**src/rtl/latch_regfile.sv**
```systemverilog
// Latch-array register file: DEPTH x WIDTH words in level-sensitive latches, written through a one-entry flop stage.
// Latency: write visible via bypass right after the accepting edge, held in the latch before the next edge; reads are combinational.
// Backpressure: wr_ready drops while a clear sweep runs or rst is high; writes to addresses >= DEPTH are accepted and dropped.
module latch_regfile #(
    parameter int WIDTH = 8,
    parameter int DEPTH = 8,
    parameter int AW    = $clog2(DEPTH)
) (
    input  logic             clk,
    input  logic             rst,
    input  logic             wr_valid,
    output logic             wr_ready,
    input  logic [AW-1:0]    wr_addr,
    input  logic [WIDTH-1:0] wr_data,
    input  logic [AW-1:0]    rd_addr,
    output logic [WIDTH-1:0] rd_data,
    input  logic             clr,
    output logic             busy
);

    typedef enum logic {
        ST_IDLE  = 1'b0,
        ST_SWEEP = 1'b1
    } state_t;

    // Address bounds widened by one bit so DEPTH itself is representable.
    localparam logic [AW:0]   LP_DEPTH = (AW+1)'(DEPTH);
    localparam logic [AW-1:0] LP_LAST  = AW'(DEPTH - 1);

    state_t                      r_state;
    logic                        r_busy;
    logic [AW-1:0]               r_sweep_ptr;
    logic                        r_pend_vld;
    logic [AW-1:0]               r_pend_addr;
    logic [WIDTH-1:0]            r_pend_dat;

    logic                        w_wr_acc;
    logic                        w_wr_in_rng;
    logic                        w_rd_in_rng;
    logic                        w_bypass;
    logic [DEPTH-1:0]            w_gate;
    logic [DEPTH-1:0][WIDTH-1:0] w_words;

    assign busy        = r_busy;
    assign wr_ready    = !r_busy && !rst;
    assign w_wr_acc    = wr_valid && wr_ready;
    assign w_wr_in_rng = ({1'b0, wr_addr} < LP_DEPTH);
    assign w_rd_in_rng = ({1'b0, rd_addr} < LP_DEPTH);
    assign w_bypass    = r_pend_vld && (r_pend_addr == rd_addr);

    // Sweep FSM and staging register: accepted writes or sweep zeros are staged for one cycle.
    always_ff @(posedge clk) begin
        if (rst) begin
            r_state     <= ST_SWEEP;
            r_busy      <= 1'b1;
            r_sweep_ptr <= '0;
            r_pend_vld  <= 1'b0;
        end else begin
            r_pend_vld <= 1'b0;
            case (r_state)
                ST_IDLE: begin
                    // A write accepted alongside clr still lands; the sweep zeroes it later.
                    if (w_wr_acc) begin
                        // Out-of-range writes complete the handshake but never stage.
                        r_pend_vld  <= w_wr_in_rng;
                        r_pend_addr <= wr_addr;
                        r_pend_dat  <= wr_data;
                    end
                    if (clr) begin
                        r_state     <= ST_SWEEP;
                        r_busy      <= 1'b1;
                        r_sweep_ptr <= '0;
                    end
                end
                ST_SWEEP: begin
                    r_pend_vld  <= 1'b1;
                    r_pend_addr <= r_sweep_ptr;
                    r_pend_dat  <= '0;
                    if (r_sweep_ptr == LP_LAST) begin
                        r_state     <= ST_IDLE;
                        r_busy      <= 1'b0;
                        r_sweep_ptr <= '0;
                    end else begin
                        r_sweep_ptr <= r_sweep_ptr + 1'b1;
                    end
                end
                default: begin
                    r_state <= ST_SWEEP;
                    r_busy  <= 1'b1;
                end
            endcase
        end
    end

    // One latch word per address; its gate opens only in the low half of the cycle after staging.
    for (genvar gi = 0; gi < DEPTH; gi++) begin : g_word
        logic [WIDTH-1:0] r_word;

        // Gate built only from flop outputs qualified by !clk, so it cannot glitch open.
        assign w_gate[gi] = r_pend_vld && !clk && (r_pend_addr == AW'(gi));

        // Transparent while the gate is open, holds otherwise.
        always_latch begin
            if (w_gate[gi]) begin
                r_word <= r_pend_dat;
            end
        end

        assign w_words[gi] = r_word;
    end

    // Read mux: forced zero while sweeping or out of range, staged data bypasses the latch.
    always_comb begin
        rd_data = '0;
        if (!r_busy && w_rd_in_rng) begin
            if (w_bypass) begin
                rd_data = r_pend_dat;
            end else begin
                rd_data = w_words[rd_addr];
            end
        end
    end

endmodule

```
**config.mk**
```make
export PLATFORM = sky130hd
export DESIGN_NAME = latch_regfile
export DESIGN_NICKNAME = d
export VERILOG_FILES = /design/src/rtl/latch_regfile.sv
export SDC_FILE = /design/constraint.sdc
export NUM_CORES = 1
export LEC_CHECK = 0
export ABC_AREA = 1
export CAP_MARGIN = 0
export CORE_MARGIN = 10
export CORE_UTILIZATION = 50
export DETAILED_ROUTE_END_ITERATION = 12
export DONT_BUFFER_PORTS = 1
export GPL_ROUTABILITY_DRIVEN = 0
export GPL_TIMING_DRIVEN = 0
export SETUP_SLACK_MARGIN = 0.02
export SLEW_MARGIN = 15
export SYNTH_ARGS = -nofsm -noshare
export SYNTH_HDL_FRONTEND = slang
export SYNTH_SLANG_ARGS = --single-unit
export TNS_END_PERCENT = 20
```
**constraint.sdc**
```tcl
create_clock -name clk -period 3.35 [get_ports clk]
set_input_delay 0.1675 -clock clk [delete_from_list [all_inputs] [get_ports clk]]
set_output_delay 0.1675 -clock clk [all_outputs]
set_load 0.01 [all_outputs]
```
After elaboration in Yosys (flattened, before gate mapping) --
Cells that the tools add are included.
Storage, ports and cells: flip-flop bits (word level) 17, latch bits 64, bits of input ports 18, logic and storage cells 139
Cells by class: add/subtract/negate cells 1, order comparisons 1, eq/ne operators 12, mux-type cells 35, bitwise gates (word level) 2, reductions and logical operators 18
Operator list (number):
- $mux 8 | 20
- $bmux 8 s3 | 1
- $pmux 8 s2 | 1
- $eq 3x3->1 const B | 5
- $logic_and 1x1->1 | 12
- $pmux 3 s2 | 2
- $mux 3 | 3
- $eq 3x2->1 const B | 2
- $pmux 1 s2 | 3
- $mux 1 | 5
- $lt 3x4->1 const B | 1
- $ne 2x2->1 const B | 2
- $reduce_and 2->1 | 2
- $add 3x1->3 const B | 1
- $eq 3x1->1 const B | 1
- $eq 3x3->1 | 1
- $logic_not 1->1 | 3
- $logic_not 3->1 | 1
- $ne 2x1->1 const B | 1
- $not 1->1 | 2

Longest topological paths before layout --
Gate-level depths: netlist of the first run.
word-level depth 5, gate-level depth with buffers 9, depth with buffers taken out 8

==> out/results.txt, run 1 <==
status - finished, violations left
failing checks - DRC, setup timing
DRT Pass-1 Iters - 12
sw frac - 27.63%
Antenna Violating Nets Remaining - 0
RSZ-0062 raised after global routing - yes
vias in the first global route - 2751
final instance area - 3669 um2
drt via density - 5.191
Routed WL - 7969 um
Layout area overhead - 40.62%
# IOs - 28
post-route setup TNS - -5.265 ns
layout cells sized above 1 - 20.10%
initial antenna violation count - 0
max_slew headroom - 29.90%
Crit. End Element - output pin
top cells by area, synth - dlxtp_1, nand2_1, edfxtp_1, nand3_1, nor2_1
clock tree from TritonCTS - done
syn_nets - 361
Synth async-reset ratio - 0%
fin cells - 488
Worst-path clk slew - 0.07 ns
Core ar. - 5075 um2
hold_ws - 0.05813 ns
largest area contributor in the netlist - dlxtp_1
Flop pwr share - 27.5%
first-pass GRT wire length - 13280 um
commonest cells in the netlist - nand2_1, dlxtp_1, nor2_1
power share of the combinational group - 14.9%
number of synthesized flops with an enable pin - 11
Die X - 92.23 um
Crit path arrival time - 3.88 ns
die area - 8506 um2
placed inst area - 2696 um2
Final setup viols - 8
detailed router's first-iteration violation count - 177
count of input and output buffers - 0
largest net degree at the start of global routing - 12
maximum fanout along the worst path - 1
Antenna Diode Count - 0
Pwr per Cell Area - 316.1 nW/um2
max capacitance violation total - 0
NumNets Final - 439
Critical Setup Path Class - latch -> out
Least-Margin Pin Slew - 1.052 ns
DP HPWL - 4547 um
#FFs+latches synth - 81
initial core utilization - 51.41%
total overflow reported by the global router - 0
ys flop type - dlxtp_1
Chip Height - 92.23 um
clock network power share - 57.6%
Worst setup SP type - latch
most frequent cell after synthesis - nand2_1
gr usage total - 20.81%
hold crit path type - in -> reg
placed cells - 411
Hold Vio Cnt, Final - 0
worst path required time - 3.18 ns
postcts setup bufs - 0
leak pwr - 1.756 nW
Netlist cell types - 24
worst setup margin - -0.6950 ns
via count - 2533
Worst IR Drop VDD - 447.0 uV
final slew viol count - 0
internal power - 0.8392 mW
mean post-synth cell area - 7.650 um2
pre-CTS setup slack - 0.5932 ns
WL/cell - 16.33 um
Max Clock Skew - 0.03872 ns
Rows - 26
Residual DRC - 1
Synth top area share - 36.83%
synth warn - 0
Synth Instances - 341
clk_lat worst skew - 1.14 ns
switching power of the nets - 0.3204 mW
cell area after synthesis - 2609 um2
power groups by stage:
stage | combinational (mW) | clock, mW | sequential, mW
after detailed placement | 0.134 | 0.0221 | 0.322
after floorplan | 0.105 | 0.0221 | 0.314
after CTS | 0.167 | 0.671 | 0.318
after global routing | 0.190 | 0.714 | 0.321
after global placement | 0.132 | 0.0221 | 0.322
final | 0.173 | 0.668 | 0.319
cells in the final DEF, fill, tap and decap left out:
cell	count
a22oi_1	1
clkinv_1	1
nand3b_1	8
inv_2	4
inv_4	1
nor2_1	36
edfxtp_1	11
inv_1	17
clkbuf_8	46
nand2_2	3
nand2_4	4
dlxtp_1	64
nor2_2	11
nor2_8	2
buf_4	5
buf_6	1
o31ai_1	1
buf_2	5
nand3_2	2
dfxtp_1	6
a21oi_1	4
clkbuf_1	4
ha_1	2
o21ai_0	2
nand2_1	108
dlygate4sd3_1	30
nand3_1	39
kinds of logic after synthesis:
kind of cell    after synthesis  share of synthesized area [%]
flops                        17                          17.27
latches                      64                          36.83
buf+inv                      37                          6.666
fa+ha+maj                     2                         0.9591
simple gates                213                          36.55
compound gates                8                          1.727
per-stage QoR:
stage          utilization, %  power (mW)
2_1_floorplan               -      0.4415
3_3_place_gp            53.13      0.4758
3_5_place_dp            53.13      0.4783
4_1_cts                 72.24       1.156
5_1_grt                 72.29       1.225
6_report                72.29       1.160
worst paths after layout:
path / slack [ns] / cells past startpoint / start / end
hold / removal: 0.06 / 4 / rst / r_state
setup reg to reg: 1.11 / 5 / busy / r_pend_vld
setup / recovery: -0.70 / 6 / g_word[3].r_word[3] / rd_data[3]
max in group gated: 0.34 / 1 / r_pend_vld / clock gate
hold reg to reg: 0.54 / 0 / r_pend_dat[0] / g_word[7].r_word[0]
min in group gated: 4.13 / 1 / r_pend_addr[0] / clock gate
flip-flops by register name, indices dropped and copies added (netlist names):
register,flops
busy,1
r_sweep_ptr,3
r_pend_vld,1
r_pend_addr,3
r_state,1
g_word.r_word,64
r_pend_dat,8
layer usage:
metal,vias up,track usage [%],wire length (um)
met5,-,1.786,0
met4,0,17.61,340
met3,41,9.780,507
met2,136,32.18,4019
met1,1136,20.76,3103
li1,1220,-,-
layout make-up:
class,instances,area [um2]
inverters,23,88.84
clock buffers,47,636.9
fillers,397,1406
repair buffers,30,300.3
flip-flops and latches,81,1411
well taps,70,87.58
multi-input cells,223,1059
plain buffers,14,85.08
timing repair:
| action | 4_1_cts | 5_1_grt |
|---|---|---|
| pin swaps | 5 | 4 |
| gates resized for setup | 11 | 1 |
| hold buffers | 30 | 0 |
| endpoints found under the setup margin | 8 | 8 |
| endpoints found under the hold margin | 28 | 0 |
worst max-delay path, stage by stage, from the launching register on:
cell and delay (ns):
dlxtp_1 0.30, nand2_1 0.05, nand3_1 0.12, nand2_1 0.10, nor2_1 0.10, nor2_1 0.07
nor2_2 0.15
Note: power is estimated with default switching activity, not from simulation.
==> run 2: changes to the inputs <==
--- a/config.mk
+++ b/config.mk
@@ -6,7 +6,8 @@
 export NUM_CORES = 1
 export LEC_CHECK = 0
 export ABC_AREA = 1
-export CAP_MARGIN = 0
+export CAP_MARGIN = 20
+export CORE_ASPECT_RATIO = 1.25
 export CORE_MARGIN = 10
 export CORE_UTILIZATION = 50
 export DETAILED_ROUTE_END_ITERATION = 12
==> out/results.txt, run 2 (synthesis results as in run 1) <==
status - finished, violations left
failing checks - setup timing
detailed router's first-iteration violation count - 215
initial core utilization - 51.35%
Antenna Violating Nets Remaining - 0
CP Cell Sequence - nand2_1, nand3_2, nand2_2, nor2_1, nor2_1, nor2_2
worst setup margin - -0.6777 ns
WL/cell - 17.14 um
clock tree from TritonCTS - done
crit path launch - g_word[1].r_word[2]
Worst setup SP type - latch
die area - 8525 um2
family with the most delay on the worst path - simple AND/OR/NAND/NOR gates
Core ar. - 5080 um2
layout cells sized above 1 - 25.84%
maximum fanout along the worst path - 1
Pwr per Cell Area - 310.1 nW/um2
largest register by flop count - g_word.r_word
Critical R2R Launch - busy
Worst-path clk slew - 0.07 ns
HP Start - rst
max capacitance violation total - 0
Slowest Stage Delay on Critical Path - 0.33 ns
post-route setup TNS - -5.205 ns
final slew viol count - 0
Critical Setup Path Class - latch -> out
Worst Hold Path EP - r_sweep_ptr[1]
top flop regs - g_word.r_word (64), r_pend_dat (8)
via count - 2545
max_slew headroom - 31.74%
initial antenna violation count - 0
clk_lat worst skew - 1.11 ns
CP bufs+invs - 0
gr usage total - 21.01%
Hold Vio Cnt, Final - 0
Least-Margin Pin Slew - 1.024 ns
vias in the first global route - 2747
total overflow reported by the global router - 0
DP HPWL - 4545 um
Layout area overhead - 44.32%
worst path required time - 3.18 ns
drt via density - 5.302
setup slack, reg-to-reg - 1.19 ns
most frequent cells in the layout - nand2_1, dlxtp_1, clkbuf_8
RSZ-0062 raised after global routing - yes
commonest non-fill, non-tap cell in the layout - nand2_1
Routed WL - 8225 um
leak pwr - 1.797 nW
NumNets Final - 439
count of input and output buffers - 0
Crit. End Element - output pin
Worst IR Drop VDD - 501.5 uV
Total Power - 1.168 mW
Rows - 29
postcts setup bufs - 0
Antenna Diode Count - 0
slowest stage cell, crit path - dlxtp_1
fill count - 372
largest net degree at the start of global routing - 12
Residual DRC - 0
placed inst area - 2686 um2
worst reg2reg path depth - 5
# IOs - 28
hold path depth - 3
hold crit path type - in -> reg
Max Clock Skew - 0.02384 ns
max FFs per register - 64
Chip Height - 100.8 um
Crit path arrival time - 3.86 ns
Final setup viols - 8
final instance area - 3765 um2
first-pass GRT wire length - 13410 um
Most common cell on crit path - nor2_1
r2r endpoint - r_pend_vld
Die X - 84.61 um
DRT Pass-1 Iters - 7
## run 2: repair_timing
item | 4_1_cts | 5_1_grt
gates cloned | 0 | 0
setup endpoints to repair | 8 | 8
pin swaps | 5 | 23
resized for setup | 9 | 30
endpoints found under the hold margin | 28 | 0
hold buffers | 30 | 0
## run 2: cell type report
class	instances	area [um2]	share of cell area, %
flip-flops and latches	81	1411	37.49
multi-input cells	223	1164	30.91
inverters	23	88.84	2.360
clock inverters	1	5.005	0.1329
clock buffers	46	633.1	16.82
well taps	62	77.57	2.060
repair buffers	30	300.3	7.976
plain buffers	14	85.08	2.260
## run 2: metal layers
layer / track usage [%] / share of wire (%) / wire length [um]
met1: 21.64 / 38 / 3151
met2: 33.97 / 53 / 4320
met3: 9.061 / 5.9 / 485
met4: 14.21 / 3.3 / 268
met5: 0 / 0 / 0
## run 2: worst max-delay path by stage
stage	end	cells past startpoint	slack, ns
floorplan	rd_data[6]	6	0.78
global placement	rd_data[1]	6	0.60
detailed placement	rd_data[1]	6	0.60
CTS	rd_data[2]	6	-0.69
global route	rd_data[5]	6	-0.88
finish	rd_data[2]	6	-0.68
## run 2: metrics by stage
step	utilization (%)	worst slack, ns	instances	hold slack [ns]
finish	74.11	-0.6777	480	0.07253
global route	74.11	-0.8775	480	0.05336
CTS	71.85	-0.6914	480	0.03679
detailed placement	52.88	0.5965	403	0.3518
global placement	52.88	0.5978	403	0.3499
floorplan	-	0.7759	341	0.3350
## run 2: worst register-to-register path: stages (launching register included)
cell           delay [ns]
dfxtp_1              0.44
clkinv_1             0.27
nand2_1              0.15
dlygate4sd3_1        0.56
a21oi_1              0.06
dlygate4sd3_1        0.57
## run 2: power breakdown
| group | switching [mW] | internal (mW) | total [mW] |
|---|---|---|---|
| combinational | 0.113 | 0.0727 | 0.186 |
| clock | 0.190 | 0.472 | 0.662 |
| sequential | 0.0230 | 0.297 | 0.320 |
| total | 0.326 | 0.841 | 1.17 |
==> run 3: changes to the inputs <==
==> constraint.sdc (replaced) <==
create_clock -name clk -period 4.9 [get_ports clk]
set_input_delay 0.245 -clock clk [delete_from_list [all_inputs] [get_ports clk]]
set_output_delay 0.245 -clock clk [all_outputs]
set_load 0.01 [all_outputs]
==> out/results.txt, run 3 (synthesis results as in run 1) <==
status - finished, violations left
failing checks - setup timing
placed inst area - 2686 um2
Worst Hold Path EP - r_sweep_ptr[1]
hold path depth - 6
initial antenna violation count - 0
switching power of the nets - 0.2215 mW
CP bufs+invs - 0
leak pwr - 1.794 nW
vias in the first global route - 2797
clock tree from TritonCTS - done
Least-Margin Pin Slew - 1.017 ns
worst reg2reg path depth - 0
largest register by flop count - g_word.r_word
r2r endpoint - g_word[2].r_word[0]
Worst IR Drop VDD - 344.0 uV
top flop regs - g_word.r_word (64), r_pend_dat (8)
Worst setup SP type - latch
via count - 2480
Worst-path clk slew - 0.07 ns
max capacitance violation total - 0
DRT Pass-1 Iters - 5
RSZ-0062 raised after global routing - yes
Flop pwr share - 27.5%
maximum fanout along the worst path - 1
die area - 8525 um2
Slowest Stage Delay on Critical Path - 0.35 ns
Antenna Diode Count - 0
Max Clock Skew - 0.03769 ns
Residual DRC - 0
detailed router's first-iteration violation count - 195
worst path required time - 4.66 ns
fin cells - 479
sw frac - 27.83%
Hold Vio Cnt, Final - 0
# IOs - 28
Crit path arrival time - 4.69 ns
post-layout util - 73.97%
Layout area overhead - 44.03%
Final setup viols - 1
Worst path depth - 6
commonest non-fill, non-tap cell in the layout - nand2_1
gr usage total - 20.81%
family with the most delay on the worst path - simple AND/OR/NAND/NOR gates
final instance area - 3757 um2
HP Start - clr
Total Power - 0.7960 mW
worst setup margin - -0.03265 ns
pre-CTS setup slack - 1.294 ns
drt via density - 5.177
Antenna Violating Nets Remaining - 0
first-pass GRT wire length - 13400 um
placed cells - 403
clk_lat worst skew - 1.13 ns
Pwr per Cell Area - 211.9 nW/um2
Routed WL - 8127 um
Core ar. - 5080 um2
final slew viol count - 0
Critical Setup Path Class - latch -> out
max_slew headroom - 32.19%
Crit. End Element - output pin
Rows - 29
CP Cell Sequence - nand2_2, nand3_2, nand2_2, nor2_1, nor2_1, nor2_2
clock network power share - 56.7%
slowest stage cell, crit path - dlxtp_1
power share of the combinational group - 15.8%
most frequent cells in the layout - nand2_1, dlxtp_1, clkbuf_8
Critical R2R Launch - r_pend_dat[0]
Die X - 84.61 um
DP HPWL - 4545 um
layout cells sized above 1 - 26.14%
internal power - 0.5745 mW
initial core utilization - 51.35%
Chip Height - 100.8 um
WL/cell - 16.97 um
largest net degree at the start of global routing - 12
total overflow reported by the global router - 0
setup slack, reg-to-reg - 2.02 ns
max FFs per register - 64
NumNets Final - 438
count of input and output buffers - 0
hold crit path type - in -> reg
-- run 3: cell count changes in the layout (fill, tap and decap cells not counted), sizes merged --
cell | previous run | this run
dlygate4sd3 | 30 | 29
-- run 3: final cells by class --
class,count,area (um2)
sequential,81,1411
fill,375,1323
multi-input combinational,223,1166
clock buffer,46,633.1
timing repair buffer,29,290.3
inverter,23,88.84
buffer,14,85.08
tap,62,77.57
clock inverter,1,5.005
-- run 3: how the worst max path moves through the flow --
stage	start	endpoint	slack (ns)
global placement	g_word[1].r_word[1]	rd_data[1]	1.30
CTS	g_word[1].r_word[2]	rd_data[2]	0.004
global route	g_word[1].r_word[2]	rd_data[2]	-0.19
floorplan	g_word[3].r_word[2]	rd_data[2]	1.47
finish	g_word[1].r_word[2]	rd_data[2]	-0.03
detailed placement	g_word[1].r_word[1]	rd_data[1]	1.29
-- run 3: tightest hold or removal path: stages --
cell,delay (ns)
dlygate4sd3_1,0.54
inv_1,0.06
nand2_1,0.06
inv_1,0.06
nand2_1,0.06
a21oi_1,0.06
-- run 3: per-layer routing --
metal	GRT usage, %	vias up	routed length (um)
li1	-	1215	-
met1	20.78	1145	3096
met2	33.04	94	4325
met3	9.628	26	432
met4	16.12	0	272
met5	0	-	0
-- run 3: what timing repair did --
item | in CTS | in global routing
hold buffers | 29 | 0
hold endpoints to repair | 28 | 0
resized for setup | 7 | 33
setup buffers | 0 | 0
endpoints found under the setup margin | 7 | 8
pin swaps | 0 | 22
-- run 3: through the flow --
step	hold WS, ns	setup TNS, ns
2_1_floorplan	0.4125	0
3_3_place_gp	0.4274	0
3_5_place_dp	0.4293	0
4_1_cts	0.01937	0
5_1_grt	0.06584	-1.269
6_report	0.03281	-0.03265
-- run 3: power groups by stage --
stage,clock network [mW],registers [mW],logic (mW)
2_1_floorplan,0.0151,0.215,0.0718
6_report,0.452,0.219,0.126
5_1_grt,0.486,0.221,0.138
3_5_place_dp,0.0151,0.221,0.0905
4_1_cts,0.451,0.218,0.111
3_3_place_gp,0.0151,0.221,0.0897
